`config.mk`:
```
export PLATFORM = sky130hd
export DESIGN_NAME = mem_access_unit_flat
export DESIGN_NICKNAME = d
export VERILOG_FILES = /design/src/rtl/mem_access_unit_if.sv /design/src/rtl/mem_access_unit.sv /design/src/flat_wrapper.sv
export SDC_FILE = /design/constraint.sdc
export NUM_CORES = 1
export LEC_CHECK = 0
export ABC_AREA = 1
export CAP_MARGIN = 20
export CORE_MARGIN = 2
export CORE_UTILIZATION = 48
export CTS_CLUSTER_DIAMETER = 30
export DETAILED_ROUTE_END_ITERATION = 7
export PLACE_DENSITY = 0.85
export SYNTH_ARGS = -nofsm -noshare
export SYNTH_HDL_FRONTEND = slang
export SYNTH_SLANG_ARGS = --single-unit
```
`constraint.sdc`:
```
create_clock -name clk -period 3.75 [get_ports clk]
set_input_delay 0.5625 -clock clk [delete_from_list [all_inputs] [get_ports clk]]
set_output_delay 0.5625 -clock clk [all_outputs]
set_load 0.02 [all_outputs]
```
`src/rtl/mem_access_unit_if.sv`:
```
// Control-side request/response and memory-bus signals of the memory access unit.
// The unit is the slave of this bundle; control logic and the bus agent sit on the master side.
interface mem_access_unit_if;
  logic        mem_rd;
  logic        mem_wr;
  logic        ir_write;
  logic [31:0] addr;
  logic [31:0] wdata;
  logic        clk_en;
  logic [31:0] instr;
  logic [31:0] mdr;
  logic        bus_req;
  logic        bus_we;
  logic [31:0] bus_addr;
  logic [31:0] bus_wdata;
  logic        bus_ack;
  logic [31:0] bus_rdata;
  logic        timeout_err;
  logic        align_err;
  logic [31:0] stall_cnt;

  // Bus handshake: a transfer is offered while bus_req=1 with bus_we/bus_addr/bus_wdata
  // held stable; it completes in the cycle bus_ack=1. bus_ack outside a request is ignored.
  modport slave (
    input  mem_rd, mem_wr, ir_write, addr, wdata, bus_ack, bus_rdata,
    output clk_en, instr, mdr, bus_req, bus_we, bus_addr, bus_wdata,
           timeout_err, align_err, stall_cnt
  );

  modport master (
    output mem_rd, mem_wr, ir_write, addr, wdata, bus_ack, bus_rdata,
    input  clk_en, instr, mdr, bus_req, bus_we, bus_addr, bus_wdata,
           timeout_err, align_err, stall_cnt
  );
endinterface

```
`src/rtl/mem_access_unit.sv`:
```
// Multicycle-CPU memory access unit: stalls the datapath via clk_en while a single
// bus transaction (fetch, load or store) runs, with alignment and timeout protection.
module mem_access_unit #(
  parameter int TIMEOUT = 16
) (
  input  logic                  clk,
  input  logic                  rst,
  mem_access_unit_if.slave      bus,
  output logic [1:0]            state_o
);

  typedef enum logic [1:0] {
    IDLE = 2'd0,
    BUSY = 2'd1,
    DONE = 2'd2
  } state_t;

  localparam int CW = (TIMEOUT > 1) ? $clog2(TIMEOUT) : 1;

  state_t        state_q;
  logic [CW-1:0] tcnt_q;
  logic          irw_q;
  logic          bus_req_q;
  logic          bus_we_q;
  logic [31:0]   bus_addr_q;
  logic [31:0]   bus_wdata_q;
  logic [31:0]   instr_q;
  logic [31:0]   mdr_q;
  logic          terr_q;
  logic          aerr_q;
  logic [31:0]   stall_q;
  logic          req;
  logic          clk_en;

  assign req = bus.mem_rd | bus.mem_wr;

  // clk_en is combinational so the control FSM freezes in the very cycle it asks.
  always_comb begin
    clk_en = 1'b0;
    case (state_q)
      IDLE:    clk_en = ~req;
      DONE:    clk_en = 1'b1;
      default: clk_en = 1'b0;
    endcase
  end

  always_ff @(posedge clk) begin
    if (rst) begin
      state_q     <= IDLE;
      tcnt_q      <= '0;
      irw_q       <= 1'b0;
      bus_req_q   <= 1'b0;
      bus_we_q    <= 1'b0;
      bus_addr_q  <= '0;
      bus_wdata_q <= '0;
      instr_q     <= '0;
      mdr_q       <= '0;
      terr_q      <= 1'b0;
      aerr_q      <= 1'b0;
      stall_q     <= '0;
    end else begin
      if (!clk_en && stall_q != 32'hFFFF_FFFF) stall_q <= stall_q + 32'd1;
      case (state_q)
        IDLE: begin
          if (req) begin
            if (bus.addr[1:0] != 2'b00) begin
              // Misaligned: skip the bus entirely; reads return zero.
              aerr_q <= 1'b1;
              if (!bus.mem_wr) begin
                if (bus.ir_write) instr_q <= '0;
                else              mdr_q   <= '0;
              end
              state_q <= DONE;
            end else begin
              bus_req_q   <= 1'b1;
              bus_we_q    <= bus.mem_wr;
              bus_addr_q  <= bus.addr;
              bus_wdata_q <= bus.wdata;
              irw_q       <= bus.ir_write;
              tcnt_q      <= '0;
              state_q     <= BUSY;
            end
          end
        end
        BUSY: begin
          if (bus.bus_ack) begin
            if (!bus_we_q) begin
              if (irw_q) instr_q <= bus.bus_rdata;
              else       mdr_q   <= bus.bus_rdata;
            end
            bus_req_q <= 1'b0;
            bus_we_q  <= 1'b0;
            state_q   <= DONE;
          end else if (tcnt_q == CW'(TIMEOUT - 1)) begin
            terr_q <= 1'b1;
            if (!bus_we_q) begin
              if (irw_q) instr_q <= '0;
              else       mdr_q   <= '0;
            end
            bus_req_q <= 1'b0;
            bus_we_q  <= 1'b0;
            state_q   <= DONE;
          end else begin
            tcnt_q <= tcnt_q + CW'(1);
          end
        end
        DONE:    state_q <= IDLE;
        default: state_q <= IDLE;
      endcase
    end
  end

  assign bus.clk_en      = clk_en;
  assign bus.instr       = instr_q;
  assign bus.mdr         = mdr_q;
  assign bus.bus_req     = bus_req_q;
  assign bus.bus_we      = bus_we_q;
  assign bus.bus_addr    = bus_addr_q;
  assign bus.bus_wdata   = bus_wdata_q;
  assign bus.timeout_err = terr_q;
  assign bus.align_err   = aerr_q;
  assign bus.stall_cnt   = stall_q;
  assign state_o         = state_q;

endmodule

```
`src/flat_wrapper.sv`:
```
// flat-port wrapper written by rule: the top's interface ports become plain ports
module mem_access_unit_flat 
#(
  parameter int TIMEOUT = 16
)
  (clk, rst, state_o, bus_mem_rd, bus_mem_wr, bus_ir_write, bus_addr, bus_wdata, bus_bus_ack, bus_bus_rdata, bus_clk_en, bus_instr, bus_mdr, bus_bus_req, bus_bus_we, bus_bus_addr, bus_bus_wdata, bus_timeout_err, bus_align_err, bus_stall_cnt);
  mem_access_unit_if bus_i ();
  input  logic clk;
  input  logic rst;
  output logic [1:0] state_o;
  input wire logic [$bits(bus_i.mem_rd)-1:0] bus_mem_rd;
  input wire logic [$bits(bus_i.mem_wr)-1:0] bus_mem_wr;
  input wire logic [$bits(bus_i.ir_write)-1:0] bus_ir_write;
  input wire logic [$bits(bus_i.addr)-1:0] bus_addr;
  input wire logic [$bits(bus_i.wdata)-1:0] bus_wdata;
  input wire logic [$bits(bus_i.bus_ack)-1:0] bus_bus_ack;
  input wire logic [$bits(bus_i.bus_rdata)-1:0] bus_bus_rdata;
  output wire logic [$bits(bus_i.clk_en)-1:0] bus_clk_en;
  output wire logic [$bits(bus_i.instr)-1:0] bus_instr;
  output wire logic [$bits(bus_i.mdr)-1:0] bus_mdr;
  output wire logic [$bits(bus_i.bus_req)-1:0] bus_bus_req;
  output wire logic [$bits(bus_i.bus_we)-1:0] bus_bus_we;
  output wire logic [$bits(bus_i.bus_addr)-1:0] bus_bus_addr;
  output wire logic [$bits(bus_i.bus_wdata)-1:0] bus_bus_wdata;
  output wire logic [$bits(bus_i.timeout_err)-1:0] bus_timeout_err;
  output wire logic [$bits(bus_i.align_err)-1:0] bus_align_err;
  output wire logic [$bits(bus_i.stall_cnt)-1:0] bus_stall_cnt;
  assign bus_i.mem_rd = bus_mem_rd;
  assign bus_i.mem_wr = bus_mem_wr;
  assign bus_i.ir_write = bus_ir_write;
  assign bus_i.addr = bus_addr;
  assign bus_i.wdata = bus_wdata;
  assign bus_i.bus_ack = bus_bus_ack;
  assign bus_i.bus_rdata = bus_bus_rdata;
  assign bus_clk_en = bus_i.clk_en;
  assign bus_instr = bus_i.instr;
  assign bus_mdr = bus_i.mdr;
  assign bus_bus_req = bus_i.bus_req;
  assign bus_bus_we = bus_i.bus_we;
  assign bus_bus_addr = bus_i.bus_addr;
  assign bus_bus_wdata = bus_i.bus_wdata;
  assign bus_timeout_err = bus_i.timeout_err;
  assign bus_align_err = bus_i.align_err;
  assign bus_stall_cnt = bus_i.stall_cnt;
  mem_access_unit #(.TIMEOUT(TIMEOUT)) u_core (.clk(clk), .rst(rst), .bus(bus_i), .state_o(state_o));
endmodule
```
==> reports/qor.yml, run 1 <==
status: "finished clean"
slowest_stage: "clkdlybuf4s50_1"
cp_max_fo: 9
synth_edf_count: 0
hold_viol_final: 0
grt.total_usage: 0.261
fp.dieH_um: 128
slew_headroom: 0.469
vias: 7950
path_delay_family: "buffers and inverters"
place_congestion: 0.888
routed_wirelength_um: 22200
cts_hold_buffers: 0
synth.most_common_cell: "nand2_1"
yosys-top-cells-count: "nand2_1 (269), dfxtp_1 (171), nand3_1 (166)"
final_util: 0.708
drc: 0
fin_setup_tns_ps: 0
finClkSkew_ps: 7.82
setup_ws_ps: 699
num_rows: 45
cts_tree: "built"
io_buffers: 268
cts_buffer_depth: 2
synth_top_area_frac: 0.461
drv_slew: 0
grt_pass1_vias: 7084
initial_core_util: 0.491
fin_crit_ps: 3050
dp_hpwl_um: 15200
gr-total-overflow: 0
area_growth_pct: 44.3
cts_repair_resize_count: 0
post-cts-setup-buffers: 0
drt_iter0_markers: 611
clockRootBuffer: "clkbuf_16"
grt_pass1_wl_um: 34800
vdd_drop_max_uv: 317
crit_arrival_ps: 2490
num-nets-final: 1405
cts_num_sinks: 171
max_freq_mhz: 328
cpMostUsedCell: "clkdlybuf4s50_1"
cts_buffers: 17
cp-end-kind: "output pin"
syn-num-nets: 1178
firstDrtPassIters: 7
rsz0062_at_grt: "false"
slowest_delay_ps: 650
min_period_over_period: 0.814
synth_top_flop_cell: "dfxtp_1"
ant_nets: 0
maxCapViolCount: 0
placed_area_mm2: 0.0101
wl_per_cell_um: 14.8
path_class: "input pin to output pin"
hold_path_class: "register to register"
crit_chain: "clkdlybuf4s50_1 -> nor2_1 -> nand2_1 -> nand2_2 -> clkdlybuf4s50_1"
worstSkewPairLatency_ps: 420
grt_start_max_net_pins: 75
synth_cell_types: 32
path_buf_inv: 2
multiInputGateArea_mm2: 0.00350
dieArea_mm2: 0.0165
core_area_mm2: 0.0151
start_kind: "input pin"
syn_area_mm2: 0.00743
synth_area_leaders: "dfxtp_1 (46%), nand2_1 (14%), nand3_1 (11%)"
drive_gt1_frac: 0.0495
setup_viol: 0
dp_slack_ps: 734
powerDensity_mw_per_mm2: 484
vias_per_cell: 5.29
die_x_um: 128
synth-seq-cells: 171
antenna_found_initial: 0
yosysWarnings: 0
synth_top_area_cell: "dfxtp_1"
worstMarginPinSlew_ps: 797
ys_seq_area_frac: 0.461
worst-endpoint-required_ps: 3190
power.leakage_nw: 4.05
p_total_w: 0.00519
seq_area_mm2: 0.00342
fillCellCount: 1261
fin_area_mm2: 0.0107
path_clk_slew_ps: 70
synthArstFlopShare: 0
syn_inst: 1074
io_pins: 269
htreeDepth: 4
avgSynthCellArea_um2: 6.92
-- cells by family (layout without fill, tap and decap cells) --
family,after synthesis,count (layout),synth area share
simple gates,613,613,0.348
flops,171,171,0.461
compound gates,169,169,0.116
buf+inv,116,356,0.0690
xor+xnor,3,3,0.00354
fa+ha+maj,2,2,0.00337
other cells,0,1,0
-- area by class of cell --
class                           count  share of cell area
Antenna cell                        1            0.000233
Clock buffer                       18              0.0410
Clock inverter                     14              0.0127
Inverter                           44              0.0154
Multi-Input combinational cell    787               0.327
Sequential cell                   171               0.319
Tap cell                          188              0.0219
Timing Repair Buffer              280               0.263
-- worst register-to-register path, cell delays in order (launching register included) --
cell and delay [ps]:
dfxtp_1 440, ha_1 200, nand2_1 80, nor2_2 150, nand2_1 130, nor2_1 120, nand3_1 530, buf_4 460
nand2_1 120, nand2_1 50, nand2_1 50, nor2_1 40
-- report_power, final --
part           internal, W  total, W  switching, W
Combinational     0.000599   0.00138      0.000780
Sequential         0.00198   0.00208     0.0000945
Clock             0.000951   0.00173      0.000783
-- layer usage --
| metal | part of all wire | vias up | routed length (um) | global-route usage |
|---|---|---|---|---|
| li1 | - | 3970 | - | - |
| met1 | 0.42 | 3628 | 9220 | 0.324 |
| met2 | 0.46 | 305 | 10300 | 0.411 |
| met3 | 0.088 | 47 | 1960 | 0.0898 |
| met4 | 0.033 | 0 | 737 | 0.120 |
| met5 | 0 | - | 0 | 0 |
-- final timing paths --
kind | slack, ps | endpoint | cells after the start | from
worst max-delay path | 700 | bus_clk_en | 5 | bus_mem_wr
worst min-delay path | 460 | u_core.bus.bus_addr[0] | 2 | u_core.bus.bus_addr[0]
worst max register to register | 1270 | u_core.bus.stall_cnt[6] | 11 | u_core.bus.stall_cnt[0]
worst min register to register | 460 | u_core.bus.bus_addr[0] | 2 | u_core.bus.bus_addr[0]
-- placed cells by master (no fill, tap or decap), types with 5 or more instances in the layout --
| cell type | n |
|---|---|
| nand2_1 | 268 |
| clkdlybuf4s50_1 | 267 |
| dfxtp_1 | 171 |
| nand3_1 | 166 |
| a21oi_1 | 159 |
| nor2_1 | 154 |
| inv_1 | 39 |
| clkbuf_16 | 17 |
| buf_4 | 8 |
| nand4_1 | 6 |
| inv_2 | 5 |
-- flip-flops by register name, indices dropped and copies added (netlist names), 2 cells and up --
signal                flops
u_core.tcnt_q             4
u_core.bus.bus_addr      32
u_core.bus.stall_cnt     32
u_core.bus.mdr           32
u_core.bus.instr         32
u_core.state_o            2
u_core.bus.bus_wdata     32
-- metrics by stage --
step / instances / hold WS [ps]
after detailed placement: 1470 / 448
after global routing: 1502 / 477
after CTS: 1502 / 459
after global placement: 1470 / 443
final: 1503 / 458
after floorplan: 1074 / 444
Note: power is estimated with default switching activity, not from simulation.
==> run 2: changes to the inputs <==
--- a/config.mk
+++ b/config.mk
@@ -8,10 +8,10 @@
 export ABC_AREA = 1
 export CAP_MARGIN = 20
 export CORE_MARGIN = 2
-export CORE_UTILIZATION = 48
+export CORE_UTILIZATION = 45
 export CTS_CLUSTER_DIAMETER = 30
 export DETAILED_ROUTE_END_ITERATION = 7
-export PLACE_DENSITY = 0.85
+export PLACE_DENSITY = 0.81
 export SYNTH_ARGS = -nofsm -noshare
 export SYNTH_HDL_FRONTEND = slang
 export SYNTH_SLANG_ARGS = --single-unit
==> constraint.sdc (replaced) <==
create_clock -name clk -period 3 [get_ports clk]
set_input_delay 0.45 -clock clk [delete_from_list [all_inputs] [get_ports clk]]
set_output_delay 0.45 -clock clk [all_outputs]
set_load 0.02 [all_outputs]
==> run 2 against run 1 <==
Clock power increased by 20%. Combinational power increased by 28%. Die area increased by 6.5%. Sequential share of layout area decreased by 0.24 points. Via count increased by 0.20%. Power increased by 24%. Register-to-register slack got worse by 360 ps. Largest cell class unchanged. Highest routed layer unchanged.
==> reports/qor.yml, run 2 (same netlist as run 1, synthesis figures left out) <==
routed_wirelength_um: 22400  # +1.0%
cts_repair_resize_count: 0  # unchanged
vdd_drop_max_uv: 361  # +14%
dieArea_mm2: 0.0176  # +6.5%
path_clk_slew_ps: 70  # about the same
use_met1: 0.314  # -0.00994
fin_setup_tns_ps: 0  # unchanged
maxCapViolCount: 0  # unchanged
firstDrtPassIters: 5  # -2
antenna_found_initial: 0  # unchanged
slew_headroom: 0.476  # +0.00688
use_met3: 0.0762  # -0.0136
cp_max_fo: 9  # unchanged
fillCellCount: 1417  # +12%
multiInputGateArea_mm2: 0.00350  # unchanged
grt_pass1_vias: 7359  # +3.9%
hold_path_class: "register to register"
worst-endpoint-required_ps: 2550  # -640 ps
max_freq_mhz: 376
r2r_cells: 9  # -2
setup_viol: 0  # unchanged
grt_pass1_wl_um: 36400  # +4.7%
cts_hold_buffers: 0  # unchanged
min_period_over_period: 0.887
finClkSkew_ps: 11.1  # +3.26 ps
io_buffers: 268  # unchanged
gr-total-overflow: 0  # unchanged
layout_common_cells: "nand2_1 (268), clkdlybuf4s50_1 (267), dfxtp_1 (171)"
drt_iter0_markers: 509  # -17%
fin_crit_ps: 2660
path_class: "input pin to output pin"
initial_core_util: 0.464  # -0.0262
dp_slack_ps: 332  # -402 ps
seq_area_mm2: 0.00342  # unchanged
cp-end-kind: "output pin"
num_rows: 46  # +2.2%
grt_start_max_net_pins: 75  # unchanged
start_kind: "input pin"
core_area_mm2: 0.0160  # +5.6%
cts_tree: "built"
io_pins: 269  # unchanged
rsz0062_at_grt: "false"
drive_gt1_frac: 0.0531  # +0.00360
cts_buffer_depth: 2  # unchanged
post-cts-setup-buffers: 0  # unchanged
ant_nets: 0  # unchanged
diodes: 0  # -1
drv_slew: 0  # unchanged
busiest_layer: "met2"
clockRootBuffer: "clkbuf_16"
die_x_um: 133  # +3.2%
fin_area_mm2: 0.0108  # +0.77%
wl_per_cell_um: 14.6  # -1.1%
setup_ws_ps: 340  # -359 ps
drc: 0  # unchanged
vias_per_cell: 5.19  # -1.9%
dp_hpwl_um: 15500  # +2.2%
placed_area_mm2: 0.0103  # +1.2%
fp.dieH_um: 133  # +3.2%
worstSkewPairLatency_ps: 420  # about the same
cts_buffers: 17  # unchanged
htreeDepth: 4  # unchanged
cts_num_sinks: 171  # unchanged
worstMarginPinSlew_ps: 786  # -10.3 ps
hold_viol_final: 0  # unchanged
status: "finished clean"
grt.total_usage: 0.250  # -0.0107
vias: 7966  # +0.20%
power.leakage_nw: 4.07  # +0.39%
use_met2: 0.414  # +0.00313
area_growth_pct: 45.4
layout_commonest_cell: "nand2_1"
crit_arrival_ps: 2210  # -280 ps
num-nets-final: 1411  # +0.43%
powerDensity_mw_per_mm2: 596  # +23%
place_congestion: 0.833  # -6.2%
hold-path-cell-count: 2  # unchanged
run 2: layer usage:
metal | part of all wire | up-vias | wire length, um
li1 | - | 3973 | -
met5 | 0 | - | 0
met3 | 0.084 | 23 | 1880
met1 | 0.42 | 3670 | 9370
met4 | 0.016 | 0 | 357
met2 | 0.48 | 300 | 10800
run 2: worst max-delay path: stages:
cell             delay [ps]
clkdlybuf4s50_1         460
nor2_1                  240
nand2_1                 180
nand2_2                 220
clkdlybuf4s50_1         650
run 2: final cells by class:
class | instances | area share
clock buffer | 19 | 0.0419
clock inverter | 12 | 0.00834
inverter | 44 | 0.0153
multi-input combinational | 787 | 0.324
sequential | 171 | 0.317
tap | 216 | 0.0250
timing repair buffer | 286 | 0.268
run 2: path summary, 6_finish.rpt:
path / from / endpoint / slack, ps
setup reg to reg: u_core.tcnt_q[0] / u_core.bus.instr[8] / 910
hold / removal: u_core.bus.bus_addr[1] / u_core.bus.bus_addr[1] / 450
setup / recovery: bus_mem_wr / bus_clk_en / 340
hold reg to reg: u_core.bus.bus_addr[1] / u_core.bus.bus_addr[1] / 450
run 2: where the power goes:
part	internal (W)	leakage (nW)	switching, W	total [W]
Clock	0.00111	0.263	0.000964	0.00207
Sequential	0.00248	1.39	0.000119	0.00260
Combinational	0.000786	2.41	0.000985	0.00177
Total	0.00438	4.07	0.00207	0.00644
run 2: through the flow:
step           hold WS [ps]  instances  total power, W   util
2_1_floorplan           444       1074         0.00365      -
3_3_place_gp            444       1504         0.00439  0.641
3_5_place_dp            445       1504         0.00441  0.641
4_1_cts                 456       1535         0.00647  0.675
5_1_grt                 470       1535         0.00675  0.675
6_report                454       1535         0.00644  0.675
==> patch 1, RTL diff (flow settings as in run 2) <==
Make the reset (`rst`) asynchronous in one clocked block.
--- a/src/rtl/mem_access_unit.sv
+++ b/src/rtl/mem_access_unit.sv
@@ -44,7 +44,7 @@
     endcase
   end
 
-  always_ff @(posedge clk) begin
+  always_ff @(posedge clk or posedge rst) begin
     if (rst) begin
       state_q     <= IDLE;
       tcnt_q      <= '0;
Behaviour: not the same (Yosys sat finds a counterexample within 4 cycles, from zero or initial values and one cycle with rst high; the reset may be asserted at any time).
==> patch 1 against run 2 <==
- hold slack got worse by 0.070 ns
- sequential cell count unchanged
- worst setup slack better by 0.11 ns
- non-clock buffer count down 7
- synthesized area grew 7.0%
- first-iteration DRC count rose by 6.9%
- final area up 5.3%
- wire length increased by 0.55%
- cell count decreased by 0.78%
- utilization shrank 1.8 points
- fmax up 4.4%
- global-route usage decreased by 0.89 points
- critical endpoint unchanged
- highest routed layer unchanged
Power is not compared: it rests on default switching activity, and its combinational part moved more than twofold at a synthesized area within 25%.
==> patch 1: results (changes against run 2) <==
stage	metric	value	unit	change
outcome	status	completed		unchanged
synthesis	ys.flop_type	dfrtp_1		was dfxtp_1
grt	grt_pass1_wl	35400	um	was 36,400 um
detailed_routing	drt_pass1_iterations	5		unchanged
clock_tree	cts_max_level	4		unchanged
cells_and_area	drive_gt1_share	4.78	%	was 5.31%
power_and_ir_drop	leakagePower	5.27	nW	
synthesis	synth-seq-area-share	53.8	%	was 46.1%
grt	groute.usage.overall	24.1	%	was 25.0%
grt	antenna_found_initial	0		unchanged
synthesis	yosysWarnings	0		unchanged
placement	dp_hpwl	15900	um	was 15,500 um
synthesis	syn-num-nets	1136		was 1,178
detailed_routing	vias	7613		was 7,966
detailed_routing	wl	22500	um	was 22,400 um
clock_tree	cts_buffer_depth	2		unchanged
critical_path	cp_max_fo	5		was 9
cells_and_area	num-nets-final	1388		was 1,411
sta	skew	0.0116	ns	was 0.0111 ns
clock_tree	numCtsBuffers	17		unchanged
critical_path	max_stage_delay	0.62	ns	was 0.65 ns
synthesis	yosysUniqueCellTypes	29		was 32
clock_tree	path_clk_slew	0.06	ns	
clock_tree	cts_setup_buffers	0		unchanged
synthesis	synth_area_leaders	dfrtp_1 (54%), nand2_1 (23%), nand3_1 (5.4%)		was dfxtp_1 (46%), nand2_1 (14%), nand3_1 (11%)
grt	grt_max_degree	113		was 75
critical_path	cp.arrival	2.10	ns	was 2.21 ns
placement	place_congestion	0.969		was 0.833
hold_path	min_path_type	input port to flop		was flop to flop
placement	io_buffers	268		unchanged
synthesis	yosys-top-cells-count	nand2_1 (497), dfrtp_1 (171), nor2_1 (92)		was nand2_1 (269), dfxtp_1 (171), nand3_1 (166)
sta	worstMarginPinSlew	0.714	ns	was 0.786 ns
synthesis	postSynth.asyncResetShare	100	%	was 0%
detailed_routing	drt_iter0_drc	544		was 509
critical_path	slowest_stage	clkdlybuf4s50_1		unchanged
grt	grt_pass1_vias	7026		was 7,359
-- patch 1: final timing paths --
| kind | start | slack (ns) | cells past startpoint | to |
|---|---|---|---|---|
| max | bus_mem_wr | 0.45 | 7 | bus_clk_en |
| min | bus_bus_ack | 0.38 | 4 | u_core.bus.timeout_err$_DFFE_PP0P_ |
| max reg2reg | u_core.state_o[0]$_DFFE_PP0P_ | 0.75 | 8 | u_core.bus.mdr[17]$_DFFE_PP0P_ |
| min reg2reg | u_core.bus.bus_addr[9]$_DFFE_PP0P_ | 0.47 | 2 | u_core.bus.bus_addr[9]$_DFFE_PP0P_ |
| max in group asynchronous | rst | 1.90 | 3 | u_core.irw_q$_DFFE_PP0P_ |
| min in group asynchronous | rst | 0.48 | 3 | u_core.bus.bus_wdata[1]$_DFFE_PP0P_ |
-- patch 1: cell type report --
cell class                      count  area [um^2]
Antenna cell                        1         2.50
Sequential cell                   171         4280
Clock buffer                       19          443
Fill cell                        1442         5920
Inverter                           43          165
Tap cell                          225          282
Timing Repair Buffer              279         2800
Multi-Input combinational cell    772         3280
Clock inverter                     13          133
-- patch 1: kinds of logic after synthesis --
| group | after synthesis | synth area share, % |
|---|---|---|
| simple gates | 706 | 36.2 |
| flops | 171 | 53.8 |
| buf+inv | 89 | 5.02 |
| compound gates | 54 | 3.56 |
| xor+xnor | 10 | 1.10 |
| fa+ha+maj | 2 | 0.315 |
-- patch 1: where the power goes --
part	total (mW)	leakage, nW	internal, mW	switching [mW]
clock	2.17	0.281	1.19	0.976
sequential	3.30	2.27	2.91	0.390
combinational	3.61	2.72	1.49	2.11
total	9.07	5.27	5.59	3.48
-- patch 1: per-layer routing --
| metal | GRT usage, % | up-vias | share of wire [%] |
|---|---|---|---|
| met4 | 9.05 | 0 | 2.7 |
| met2 | 37.8 | 290 | 48 |
| met5 | 0 | - | 0 |
| li1 | - | 3732 | - |
| met1 | 31.6 | 3543 | 41 |
| met3 | 7.48 | 48 | 8.1 |
-- patch 1: worst max-delay path, delay by kind of cell --
family	cells	cell delay (ns)
buf+inv	4	1.33
simple gates	3	0.33
-- patch 1: through the flow --
step,std cells,cell area (um^2),util (%),setup slack (ns)
4_1_cts,1522,11400,65.8,0.433
3_5_place_dp,1490,10800,62.4,0.432
3_3_place_gp,1490,10800,62.4,0.465
2_1_floorplan,1032,7950,-,0.367
5_1_grt,1522,11400,65.8,0.359
6_report,1523,11400,65.8,0.451
==> patch 2, RTL diff (settings of run 2) <==
Made on the original files. `TIMEOUT` is set to 16 in 2 places; all go to 8.
--- a/src/rtl/mem_access_unit.sv
+++ b/src/rtl/mem_access_unit.sv
@@ -1,7 +1,7 @@
 // Multicycle-CPU memory access unit: stalls the datapath via clk_en while a single
 // bus transaction (fetch, load or store) runs, with alignment and timeout protection.
 module mem_access_unit #(
-  parameter int TIMEOUT = 16
+  parameter int TIMEOUT = 8
 ) (
   input  logic                  clk,
   input  logic                  rst,
--- a/src/flat_wrapper.sv
+++ b/src/flat_wrapper.sv
@@ -1,7 +1,7 @@
 // flat-port wrapper written by rule: the top's interface ports become plain ports
 module mem_access_unit_flat 
 #(
-  parameter int TIMEOUT = 16
+  parameter int TIMEOUT = 8
 )
   (clk, rst, state_o, bus_mem_rd, bus_mem_wr, bus_ir_write, bus_addr, bus_wdata, bus_bus_ack, bus_bus_rdata, bus_clk_en, bus_instr, bus_mdr, bus_bus_req, bus_bus_we, bus_bus_addr, bus_bus_wdata, bus_timeout_err, bus_align_err, bus_stall_cnt);
   mem_access_unit_if bus_i ();
Check against the original RTL: not settled (the Yosys comparison gave no result); the edit may change what the design does.
==> patch 2 against run 2 <==
- worst setup slack got worse by 0.037 ns
- final area fell by 1.4%
- wire length up 1.9%
- synthesized area is 2.6% lower
- critical path type unchanged
- power decreased by 13%
- combinational power shrank 47%
- clock skew shrank 0.00092 ns
- sequential cell count fell by 1
- clock power increased by 9%
- non-clock buffer count down 2
==> patch 2: results (changes against run 2) <==
stage	metric	value	unit	change
critical_path	cp_max_fo	8		was 9
placement	place_congestion	0.908		was 0.833
detailed_routing	met1_length	9800	um	was 9370 um
cells_and_area	num-nets-final	1391		was 1,411
clock_tree	cts_buffer_depth	2		unchanged
detailed_routing	drt_iter0_drc	598		was 509
grt	grt_max_degree	69		was 75
placement	detailedPlace.worstSlack	0.314	ns	was 0.332 ns
sta	relSlewSlack	56.4	%	was 47.6%
clock_tree	numCtsBuffers	17		unchanged
cells_and_area	final_area	10700	um^2	was 10,800 um^2
grt	use_met1	32.7	%	was 31.4%
cells_and_area	fill_cells	1356		was 1,417
placement	dp_hpwl	16000	um	was 15,500 um
grt	gr-usage-met3	9.41	%	was 7.62%
detailed_routing	vias_per_cell	5.16		was 5.19
outcome	status	completed		unchanged
placement	post_dp_cell_area	10100	um^2	was 10,300 um^2
grt	grt.met2_usage	40.6	%	was 41.4%
synthesis	synth-seq-area-share	47.0	%	was 46.1%
synthesis	postSynth.asyncResetShare	0	%	unchanged
detailed_routing	met3_wirelength	2110	um	was 1880 um
grt	groute.usage.overall	25.8	%	was 25.0%
critical_path	ff2ff_path_depth	11		was 9
grt	grt_pass1_vias	6966		was 7,359
power_and_ir_drop	ir_drop	0.413	mV	was 0.361 mV
critical_path	cp.arrival	2.25	ns	was 2.21 ns
detailed_routing	vias	7817		was 7,966
clock_tree	holdBufCountCts	0		unchanged
clock_tree	cts_root_buf	clkbuf_16		unchanged
power_and_ir_drop	leakagePower	4.01	nW	was 4.07 nW
detailed_routing	wl_per_cell	15.1	um	was 14.6 um
detailed_routing	dr_wl_met2	10500	um	was 10,800 um
hold_path	min_path_type	flop to flop		unchanged
synthesis	synth.avg_cell_area	6.93	um^2	was 6.92 um^2
grt	grt_pass1_wl	34600	um	was 36,400 um
sta	skew	0.0102	ns	was 0.0111 ns
placement	dp_cells	1483		was 1,504
synthesis	yosys-top-cells-count	nand2_1 (246), dfxtp_1 (170), nor2_1 (165)		was nand2_1 (269), dfxtp_1 (171), nand3_1 (166)
synthesis	yosysUniqueCellTypes	29		was 32
synthesis	synth_area_leaders	dfxtp_1 (47%), nand2_1 (13%), nand3_1 (9.2%)		was dfxtp_1 (46%), nand2_1 (14%), nand3_1 (11%)
cells_and_area	drive_gt1_share	5.16	%	was 5.31%
synthesis	syn-num-nets	1150		was 1,178
[patch 2: cell count changes in the layout (fill, tap and decap cells not counted), moves of 3 or more]
cell,run 2,this run
a21oi_1,159,122
nand3_1,166,133
o21ai_0,4,34
inv_1,39,63
nand2_1,268,245
nor2_1,154,164
nand4_1,6,13
buf_12,7,2
buf_4,11,15
a31oi_1,1,4
nor2_4,3,0
[patch 2: layout make-up]
cell class	instances	area share [%]
clock buffer	18	4.12
timing repair buffer	284	26.5
tap	216	2.54
clock inverter	14	1.49
multi-input combinational	743	31.0
inverter	70	2.46
sequential	170	31.9
[patch 2: power by group]
part | switching [mW] | internal (mW)
sequential | 0.0591 | 2.36
combinational | 0.526 | 0.410
clock | 0.984 | 1.27
[patch 2: worst paths after layout]
path,from,endpoint,slack [ns]
setup reg to reg,u_core.bus.stall_cnt[1]$_SDFFE_PP0P_,u_core.bus.stall_cnt[17]$_SDFFE_PP0P_,0.77
setup / recovery,bus_mem_wr,bus_clk_en,0.30
hold / removal,u_core.bus.bus_addr[26]$_SDFFE_PP0P_,u_core.bus.bus_addr[26]$_SDFFE_PP0P_,0.46
hold reg to reg,u_core.bus.bus_addr[26]$_SDFFE_PP0P_,u_core.bus.bus_addr[26]$_SDFFE_PP0P_,0.46
[patch 2: critical path: stages]
cell             delay (ns)
clkdlybuf4s50_1        0.45
nor2_1                 0.34
nand2_2                0.14
nand2_2                0.20
clkdlybuf4s50_1        0.65
[patch 2: kinds of logic (layout without fill, tap and decap cells)]
kind of cell | after synthesis | count (layout) | synth area share [%]
and+or+nand+nor | 575 | 575 | 33.3
DFF | 170 | 170 | 47.0
AOI/OAI and AO/OA | 163 | 163 | 11.4
buffers and inverters | 132 | 386 | 7.54
adders and majority gates | 3 | 3 | 0.519
xor gates and xnor gates | 2 | 2 | 0.242
